==> src/rtl/periph_bus_arbiter.sv <==
// Round-robin owner of the shared peripheral bus for the CPU, graphics and audio requesters.
// Each grant runs a fixed ADDR / WAIT / DONE sequence with Addr[15:12] chip-select decode.
module periph_bus_arbiter #(
    parameter int unsigned WAIT_CYCLES = 1
) (
    input  logic        clk,
    input  logic        rst,
    input  logic [2:0]  req,
    input  logic [2:0]  we,
    input  logic [47:0] addr_in,
    input  logic [47:0] wdata_in,
    output logic [2:0]  gnt,
    output logic [2:0]  ack,
    output logic [15:0] rdata,
    output logic [15:0] Addr,
    output logic [15:0] WriteData,
    output logic        Read,
    output logic        Write,
    input  logic [15:0] ReadData,
    output logic        CS_RAM,
    output logic        CS_Graphics,
    output logic        CS_Audio,
    output logic        CS_Spart,
    output logic        CS_PS2
);

    typedef enum logic [1:0] {
        ST_IDLE,
        ST_ADDR,
        ST_WAIT,
        ST_DONE
    } state_t;

    typedef struct packed {
        logic ram;
        logic graphics;
        logic audio;
        logic spart;
        logic ps2;
    } cs_t;

    localparam logic [3:0] WAIT_LOAD = 4'(WAIT_CYCLES);
    localparam logic       HAS_WAIT  = (WAIT_CYCLES != 0);

    function automatic cs_t cs_decode(input logic [3:0] region);
        cs_t cs;
        cs = '0;
        case (region)
            4'hC:    cs.graphics = 1'b1;
            4'hD:    cs.audio    = 1'b1;
            4'hE:    cs.spart    = 1'b1;
            4'hF:    cs.ps2      = 1'b1;
            default: cs.ram      = 1'b1;
        endcase
        return cs;
    endfunction

    state_t      state_q;
    logic [1:0]  last_q;
    logic [2:0]  gnt_q;
    logic [2:0]  ack_q;
    logic [15:0] addr_q;
    logic [15:0] wdata_q;
    logic [15:0] rdata_q;
    logic        read_q;
    logic        write_q;
    cs_t         cs_q;
    logic [3:0]  cnt_q;

    logic [1:0]  win_d;
    logic [15:0] win_addr;
    logic [15:0] win_wdata;
    logic        win_we;
    logic        bus_last;

    // NOTE: every signal written in always_comb gets a default first, so no path leaves it unassigned and no latch is inferred.
    always_comb begin
        win_d = 2'd0;
        case (last_q)
            2'd0:    win_d = req[1] ? 2'd1 : (req[2] ? 2'd2 : 2'd0);
            2'd1:    win_d = req[2] ? 2'd2 : (req[0] ? 2'd0 : 2'd1);
            default: win_d = req[0] ? 2'd0 : (req[1] ? 2'd1 : 2'd2);
        endcase
    end

    always_comb begin
        win_addr  = addr_in[15:0];
        win_wdata = wdata_in[15:0];
        win_we    = we[0];
        case (win_d)
            2'd1: begin
                win_addr  = addr_in[31:16];
                win_wdata = wdata_in[31:16];
                win_we    = we[1];
            end
            2'd2: begin
                win_addr  = addr_in[47:32];
                win_wdata = wdata_in[47:32];
                win_we    = we[2];
            end
            default: ;
        endcase
    end

    // Final bus cycle: ReadData is sampled on the edge that ends it.
    assign bus_last = ((state_q == ST_ADDR) && !HAS_WAIT) ||
                      ((state_q == ST_WAIT) && (cnt_q == 4'd1));

    // NOTE: sequential state uses non-blocking assignments so every register updates from pre-edge values.
    always_ff @(posedge clk or negedge rst) begin
        if (!rst) begin
            state_q <= ST_IDLE;
            last_q  <= 2'd2;
            gnt_q   <= '0;
            ack_q   <= '0;
            addr_q  <= '0;
            wdata_q <= '0;
            rdata_q <= '0;
            read_q  <= 1'b0;
            write_q <= 1'b0;
            cs_q    <= '0;
            cnt_q   <= '0;
        end else begin
            case (state_q)
                ST_IDLE: begin
                    if (|req) begin
                        gnt_q   <= 3'b001 << win_d;
                        last_q  <= win_d;
                        addr_q  <= win_addr;
                        wdata_q <= win_wdata;
                        read_q  <= ~win_we;
                        write_q <= win_we;
                        cs_q    <= cs_decode(win_addr[15:12]);
                        state_q <= ST_ADDR;
                    end
                end
                ST_ADDR, ST_WAIT: begin
                    write_q <= 1'b0;
                    if (bus_last) begin
                        if (read_q) begin
                            rdata_q <= ReadData;
                        end
                        read_q  <= 1'b0;
                        cs_q    <= '0;
                        ack_q   <= gnt_q;
                        state_q <= ST_DONE;
                    end else if (state_q == ST_ADDR) begin
                        cnt_q   <= WAIT_LOAD;
                        state_q <= ST_WAIT;
                    end else begin
                        cnt_q <= cnt_q - 4'd1;
                    end
                end
                ST_DONE: begin
                    ack_q   <= '0;
                    gnt_q   <= '0;
                    state_q <= ST_IDLE;
                end
                default: state_q <= ST_IDLE;
            endcase
        end
    end

    assign gnt         = gnt_q;
    assign ack         = ack_q;
    assign rdata       = rdata_q;
    assign Addr        = addr_q;
    assign WriteData   = wdata_q;
    assign Read        = read_q;
    assign Write       = write_q;
    assign CS_RAM      = cs_q.ram;
    assign CS_Graphics = cs_q.graphics;
    assign CS_Audio    = cs_q.audio;
    assign CS_Spart    = cs_q.spart;
    assign CS_PS2      = cs_q.ps2;

endmodule

==> config.mk <==
export PLATFORM = sky130hd
export DESIGN_NAME = periph_bus_arbiter
export DESIGN_NICKNAME = d
export VERILOG_FILES = /design/src/rtl/periph_bus_arbiter.sv
export SDC_FILE = /design/constraint.sdc
export NUM_CORES = 1
export LEC_CHECK = 0
export CAP_MARGIN = 30
export CORE_ASPECT_RATIO = 0.5
export CORE_MARGIN = 2
export CORE_UTILIZATION = 35
export CTS_BUF_LIST = sky130_fd_sc_hd__clkbuf_16
export CTS_CLUSTER_DIAMETER = 80
export DETAILED_ROUTE_END_ITERATION = 8
export PLACE_DENSITY_LB_ADDON = 0.1
export SLEW_MARGIN = 20
export SYNTH_ARGS = -nofsm -noshare
export SYNTH_HDL_FRONTEND = slang
export SYNTH_SLANG_ARGS = --single-unit
==> constraint.sdc <==
create_clock -name clk -period 5.65 [get_ports clk]
set_input_delay 0.8475 -clock clk [delete_from_list [all_inputs] [get_ports clk]]
set_output_delay 0.8475 -clock clk [all_outputs]
set_load 0.01 [all_outputs]
==> impl_summary.md, run 1 <==
Synthesis
During synthesis, Yosys emitted a total of 0 warnings. The library cell with the largest summed area after synthesis is sky130_fd_sc_hd__dfrtp_1. The synthesized area per cell is about 9.6 um^2. The count of flip-flops with a built-in enable after synthesis is 0. The top-area cell type share of the netlist area is 0.489. Among all flip-flop cells after synthesis, the most frequent one is sky130_fd_sc_hd__dfrtp_1.

The summed instance area of the synthesized netlist is 3480 um^2. The synthesized instance count is approximately 360. The sequential share of the synthesized area is 0.496. The number of flip-flops and latches in the synthesized netlist is a little under 70. When the netlist entered floorplanning its net count stood at 490. For this run, asynchronously set or reset flops after synthesis account for 1.00. The number of distinct library cells after synthesis is 38. Sorting the synthesized cells by how often they occur yields sky130_fd_sc_hd__nand2_1 (69), sky130_fd_sc_hd__o21ai_0 (69), sky130_fd_sc_hd__dfrtp_1 (68).

By area the synthesized netlist is led by sky130_fd_sc_hd__dfrtp_1 (49%), sky130_fd_sc_hd__o21ai_0 (9.9%), sky130_fd_sc_hd__nand2_1 (7.4%).

Timing
The smallest setup slack after layout is roughly 2.4 ns. The count of final max-slew check failures is 0. Derived from the worst setup path, the maximum achievable clock frequency is 0.312 GHz. Measured against its own limit, the worst slew margin works out to 0.633. The number of failing hold endpoints at the final stage is 0. The slew at the pin closest to its max-slew limit is 0.550 ns. Clock skew on the completed layout was measured at 0.00962 ns. The worst hold-check slack is 0.478 ns. The post-route fraction of the period consumed by the critical path is 0.568. The final critical delay including setup and external delays is ~3.2 ns. Setup repair after global routing left no endpoint under its margin. The count of endpoints failing setup in the final report is 0. The total negative setup slack is 0 ns.

Clocking
The count of instances resized after the clock tree is built is 0. TritonCTS built the clock tree. TritonCTS created 9 clock buffers. The TritonCTS sink count is 69. The H-tree level count is 3. Clock-pin slew was measured on the worst setup and hold paths at 0.06 ns. In this run, post-CTS hold repair placed 0 buffers. The tree is rooted in a sky130_fd_sc_hd__clkbuf_16. In this run the deepest clock path goes through 2 buffers. The setup fix buffers added after clock tree synthesis is 0. The clock latency on the worst-skew pair is 0.33 ns.

Min path
The worst min-delay path category is input port to asynchronous set/reset pin.

Place
At the placement stage, the worst setup path has a slack of 1.76 ns. The estimated wirelength of the detail-placed design is slightly above 7 mm. The placed standard-cell area is 5390 um^2. During placement, the flow inserted port buffers numbering 180. The routability-driven placement congestion ratio is about 0.75.

Global routing
The first-pass GRT wire length is 15.8 mm. The sum of overflow across all layers after global routing is 0. The number of global-route vias before repair is 3086. The pin count of the biggest net entering global routing is 70. The global-route total usage across every layer is 0.187. The number of antenna violations at the first check in global routing is 0.

Worst setup path
The launching point of the worst reg2reg path is last_q[1]$_DFFE_PN1P_. In this run the worst path has a maximum fanout of 14. The cell with the largest stage delay on the worst path is sky130_fd_sc_hd__clkdlybuf4s50_1. For the worst flop-to-flop path, the logic depth is 8. The register-to-register setup slack is around 3.1 ns. The nature of the critical path endpoint is a register. The maximum single-stage delay on the critical path is 0.63 ns.

The capturing point of the worst reg2reg path is CS_Spart$_DFFE_PN0P_. The cell family contributing the most delay on the critical path is compound AO/OA/AOI/OAI gates. The required time of the worst setup path is 5.92 ns. The critical path goes through clkdlybuf4s50_1, nand2b_1, o21ai_0, a22oi_1, ha_1, a22o_1, mux2i_1, nor3_2, a32o_1. The type of the worst setup path is input port to register. Counting both buffers and inverters, the worst setup path holds a total of 1. The arrival time reported for the critical path endpoint is 3.48 ns.

The worst setup path is launched from an input port.

Die
For this configuration, the core starts out at a cell density of 0.364. The number of standard-cell rows in the floorplan is 25. The floorplan step set the die width to 145 um. During I/O placement, the number of pins put on the boundary was 181. The die outline height is 74.5 um. The die covers approximately 11000 um^2. In this run the standard cell core region covers 9570 um^2.

Layout
After the last flow step, the layout net total stands at 662. The end-of-flow core utilization is 0.600. The post-layout instance area is about 5700 um^2. The number of antenna cells inserted is 0.

The relative area change from synthesis to final layout is 64.8%. The fraction of layout cells with a size suffix above 1 is 0.0688.

Power and ir drop
For this design the static power due to leakage is 2.37 nW. Dividing total power by cell area gives a power density of 532 nW/um^2. IR analysis of the VDD net gives a maximum drop of around 0.38 mV.

Route
In the routed design, unresolved DRC markers number 0. After detailed routing, the average wire length per cell comes to 14.6 um. The number of violations reported at the end of detailed-routing iteration 0 is between 100 and 150.

The number of detailed-route iterations in the first pass is 6. The detail route stage leaves a number of antenna-violating nets equal to 0. Dividing the detail-routed via count by the number of cells gives 4.87. The detailed-route wire length is just under 10 mm. Detailed routing inserted a total of 3277 vias.

Status
The run finished with clean final reports.

Flow run
Max-cap violations in this run came to 0.
==> metal layers <==
metal	up-vias	wire, um	share of wire	track usage
met5	-	0	0	0
met4	0	100	0.010	0.0621
met1	1525	4280	0.44	0.238
li1	1640	-	-	-
met3	7	685	0.070	0.0693
met2	105	4780	0.49	0.303
==> registers in the layout, indices dropped and copies added (netlist names) <==
| name | count |
|---|---|
| CS_Spart | 1 |
| Read | 1 |
| CS_Graphics | 1 |
| Addr | 16 |
| ack | 3 |
| Write | 1 |
| WriteData | 16 |
| last_q | 2 |
| CS_PS2 | 1 |
| cnt_q | 4 |
| CS_Audio | 1 |
| rdata | 16 |
| state_q | 2 |
| gnt | 3 |
| CS_RAM | 1 |
==> cells by family (layout without fill, tap and decap cells) <==
group,after synthesis,count (layout),share of synthesized area
DFF,69,69,0.496
adders and majority gates,9,9,0.0323
buffers and inverters,32,209,0.0399
muxes,19,19,0.0603
AOI/OAI and AO/OA,135,135,0.241
and+or+nand+nor,97,97,0.130
==> where the power goes <==
| group | total, mW | switching [mW] | internal (mW) |
|---|---|---|---|
| combinational | 1.61 | 0.798 | 0.808 |
| sequential | 0.877 | 0.142 | 0.735 |
| clock | 0.573 | 0.226 | 0.347 |
| total | 3.06 | 1.17 | 1.89 |
==> stage by stage <==
step | instances | total power [mW]
floorplan | 361 | 1.76
global placement | 654 | 2.45
finish | 673 | 3.06
detailed placement | 655 | 2.49
global route | 673 | 3.32
CTS | 671 | 3.08
==> worst max path at each step <==
stage / start / end / slack [ns] / depth (start not counted)
5_1_grt: req[0] / Addr[2]$_DFFE_PN0P_ / 2.22 / 10
3_5_place_dp: req[0] / CS_PS2$_DFFE_PN0P_ / 1.76 / 8
4_1_cts: req[0] / CS_Spart$_DFFE_PN0P_ / 2.09 / 8
6_report: req[0] / CS_Spart$_DFFE_PN0P_ / 2.44 / 9
2_1_floorplan: req[0] / CS_Audio$_DFFE_PN0P_ / 3.13 / 10
3_3_place_gp: req[0] / CS_Spart$_DFFE_PN0P_ / 1.84 / 8
==> cells in the final DEF, fill, tap and decap left out, types with 5 or more instances in the layout <==
cell and count:
sky130_fd_sc_hd__a21oi_1 10, sky130_fd_sc_hd__a22o_1 8, sky130_fd_sc_hd__a22oi_1 32, sky130_fd_sc_hd__a32o_1 5
sky130_fd_sc_hd__clkbuf_16 9, sky130_fd_sc_hd__clkdlybuf4s50_1 179, sky130_fd_sc_hd__dfrtp_1 68, sky130_fd_sc_hd__ha_1 8
sky130_fd_sc_hd__inv_1 6, sky130_fd_sc_hd__mux2_1 10, sky130_fd_sc_hd__mux2_2 6, sky130_fd_sc_hd__nand2_1 69
sky130_fd_sc_hd__nor2_1 10, sky130_fd_sc_hd__o21ai_0 69
==> worst reg2reg max path, cell delays in order (launching register included) <==
cell                       delay [ns]
sky130_fd_sc_hd__dfstp_2         0.56
sky130_fd_sc_hd__nand2b_1        0.11
sky130_fd_sc_hd__a21oi_1         0.07
sky130_fd_sc_hd__a21oi_1         0.28
sky130_fd_sc_hd__ha_1            0.57
sky130_fd_sc_hd__a22o_1          0.21
sky130_fd_sc_hd__mux2i_1         0.11
sky130_fd_sc_hd__nor3_2          0.33
sky130_fd_sc_hd__a32o_1          0.22
==> layout make-up <==
class	instances	area, um^2
repair buffers	187	1890
clock buffers	9	225
clock inverters	7	80.1
fillers	858	3830
well taps	135	169
multi-input cells	260	1630
flip-flops and latches	69	1730
inverters	6	22.5
No activity file was read; power rests on OpenSTA's default activity.
==> run 2: changes to the inputs <==
clock period = 3.3 ns   (was 5.65 ns; I/O delays follow)
==> run 2 against run 1 <==
Via count is 1.1% lower. Hold slack got worse by 0.41 ns. Sequential power grew 71%. Critical path depth is 1 higher. Largest cell class unchanged. Cell area decreased by 0.68%. Clock power up 69%. Count of clock-buffer cells in the layout unchanged. Die area unchanged. Clock skew is 0.0037 ns lower.
==> impl_summary.md, run 2 (synthesized netlist as in run 1, its figures left out) <==
Global routing
Entering global routing, the biggest net connects 69 pins. The number of antenna violations at the first check in global routing is 0. The number of global-route vias before repair is 3106.

The sum of overflow across all layers after global routing is 0. The global-route total usage across every layer is 0.183. The first global-routing pass estimated 15.6 mm of wire.

Clocking
The buffer cell driving the clock tree root is sky130_fd_sc_hd__clkbuf_16. The clock latency on the worst-skew pair is 0.33 ns. The TritonCTS sink count is ~70. The setup fix buffers added after clock tree synthesis is 0. The count of instances resized after the clock tree is built is 0. TritonCTS built the clock tree. Clock-pin slew was measured on the worst setup and hold paths at around 0.06 ns. The H-tree was split into 3 levels.

In this run the deepest clock path goes through 2 buffers. Counting the buffers created by CTS gives 9. The post-cts hold buffer count is 0.

Route
The total DRC errors in the routed layout is 0. The routed length per placed instance is 14.6 um. The number of vias per cell is between 4 and 5. The number of vias after detailed routing is 3240.

The number of violations reported at the end of detailed-routing iteration 0 is 124. The detail route stage leaves a number of antenna-violating nets equal to 0. After detailed routing, the total wire length is 9.87 mm.

The number of detailed-route iterations in the first pass is 4.

Worst setup path
The path length in cells of the critical path is 10. The setup path with the least slack is of type input port to register. The origin of the worst setup path is req[0]. In this design, the stage delay of the slowest critical-path cell is 0.63 ns. In this run the critical register-to-register path is captured at Read$_DFFE_PN0P_. The register-to-register setup slack is 0.98 ns. The kind of cell with the highest combined delay along the critical path is compound AO/OA/AOI/OAI gates.

The count of buffering cells on the critical path with inverters included is 2. STA classifies the critical path endpoint as a register. For the worst flop-to-flop path, the logic depth is 9. The critical path goes through clkdlybuf4s50_1, nand2b_1, o21ai_0, a22oi_1, inv_1, ha_1, a22o_1, mux2i_1, nor3_2, a32o_1.

Along the worst path, the maximum fanout reaches 5. The worst setup path is launched from an input port. The arrival time reported for the critical path endpoint is 2.89 ns. In this run the worst setup path terminates at CS_Spart$_DFFE_PN0P_. The required time of the worst setup path is between 3 and 4 ns.

The startpoint identified for the worst register-to-register timing path is last_q[1]$_DFFE_PN1P_. The largest individual stage delay along the critical path comes from the cell sky130_fd_sc_hd__clkdlybuf4s50_1.

Layout
The top cell types in the final layout, fill and taps aside, are sky130_fd_sc_hd__clkdlybuf4s50_1 (179), sky130_fd_sc_hd__o21ai_0 (69), sky130_fd_sc_hd__nand2_1 (69). The relative area change from synthesis to final layout is 63.7%. The multi-input combinational cells in the finished layout cover a total of 1630 um^2. The post-layout instance area is 5700 um^2.

The register area is 1730 um^2. Fill cells in the final layout number 869. The final layout net count is 663.

The fraction of layout cells with a size suffix above 1 is 0.0686. The number of antenna cells inserted is 0. For this run, the share of the core covered by cells in the final layout is 0.596. The most common cell after layout, fill and taps aside is sky130_fd_sc_hd__clkdlybuf4s50_1.

Min path
The worst hold path belongs to the class input port to asynchronous set/reset pin.

Timing
The number of failing hold endpoints at the final stage is 0. The count of final max-slew check failures came to 0. The post-route fraction of the period consumed by the critical path is 0.811.

The relative max-transition margin is 0.615. The final worst clock skew is 0.00596 ns. The final critical delay including setup and external delays is 2.68 ns. Based on the critical path, the design can be clocked at up to 0.374 GHz. Setup violations remaining at the end of the flow were counted as 0.

The total negative setup slack is 0 ns. Setup repair after global routing left no endpoint under its margin. At the pin with the least slew margin, the transition time is about 0.58 ns.

Place
The placed instances occupy a cell area of approximately 5400 um^2. The congestion estimate from routability-driven global placement came to 0.787. The number of port buffers is 180. The wire-length estimate of the detail-placed layout is 7.35 mm.

Die
The core region area is 9570 um^2. The floorplan step defined a die boundary enclosing 10800 um^2. 181 I/O pins were placed.

The number of standard-cell rows in the floorplan is 25. The horizontal extent of the die is 145 um. The starting utilization of the core area is 0.364. The die outline height is approximately 75 um.

Power and ir drop
Dividing total power by cell area gives a power density of 906 nW/um^2. IR analysis of the VDD net gives a maximum drop of 0.443 mV. For this design the static power due to leakage is 2.36 nW.

Status
The run finished with clean final reports.

Flow run
The max-capacitance violation count is 0.
-- run 2: changes by cell type in the layout (fill, tap and decap cells not counted) --
cell	change
sky130_fd_sc_hd__clkinv_4	-1
sky130_fd_sc_hd__buf_4	+4
sky130_fd_sc_hd__inv_6	-1
sky130_fd_sc_hd__buf_16	-1
sky130_fd_sc_hd__buf_12	-1
sky130_fd_sc_hd__clkinv_1	+1
sky130_fd_sc_hd__buf_8	-1
sky130_fd_sc_hd__clkinvlp_4	+1
-- run 2: power breakdown --
group          leakage [nW]  total (mW)  switching (mW)  internal, mW
clock network         0.136       0.966           0.378         0.587
logic                  1.36        2.70            1.35          1.35
registers             0.858        1.50           0.242          1.26
total                  2.36        5.17            1.97          3.20
-- run 2: per-layer routing --
metal	track usage	wire, um	vias up
met5	0	0	-
met4	0.0523	85	0
met3	0.0650	701	8
met2	0.309	4750	103
met1	0.227	4340	1492
li1	-	-	1637
-- run 2: worst register-to-register path, cell delays in order (launching register included) --
cell                       delay, ns
sky130_fd_sc_hd__dfstp_2        0.55
sky130_fd_sc_hd__nand2b_1       0.11
sky130_fd_sc_hd__a21oi_1        0.07
sky130_fd_sc_hd__a21oi_1        0.27
sky130_fd_sc_hd__ha_1           0.30
sky130_fd_sc_hd__buf_4          0.35
sky130_fd_sc_hd__a22oi_1        0.12
sky130_fd_sc_hd__nand2_1        0.08
sky130_fd_sc_hd__o21ai_0        0.10
sky130_fd_sc_hd__a32o_1         0.26
-- run 2: stage by stage --
step           total power [mW]  std cells  setup slack (ns)  hold WS [ns]
6_report                   5.17        674             0.624        0.0675
5_1_grt                    5.61        674             0.474        0.0946
4_1_cts                    5.23        674             0.662        0.0691
3_5_place_dp               4.24        658             0.321         0.423
3_3_place_gp               4.20        658             0.378         0.422
2_1_floorplan              3.02        361              1.13         0.199
-- run 2: worst min-delay path by stage --
| stage | startpoint | end | slack (ns) | depth (start not counted) |
|---|---|---|---|---|
| 3_5_place_dp | rst | Addr[2]$_DFFE_PN0P_ | 0.42 | 1 |
| 4_1_cts | rst | WriteData[6]$_DFFE_PN0P_ | 0.07 | 1 |
| 5_1_grt | rst | Addr[2]$_DFFE_PN0P_ | 0.09 | 1 |
| 3_3_place_gp | rst | Addr[2]$_DFFE_PN0P_ | 0.42 | 1 |
| 6_report | rst | Addr[2]$_DFFE_PN0P_ | 0.07 | 1 |
| 2_1_floorplan | rst | Addr[0]$_DFFE_PN0P_ | 0.20 | 0 |
-- run 2: layout make-up --
type	instances	area share
clock buffers	9	0.0395
clock inverters	7	0.0129
inverters	6	0.00395
multi-input cells	260	0.285
flip-flops and latches	69	0.303
well taps	135	0.0296
repair buffers	188	0.326
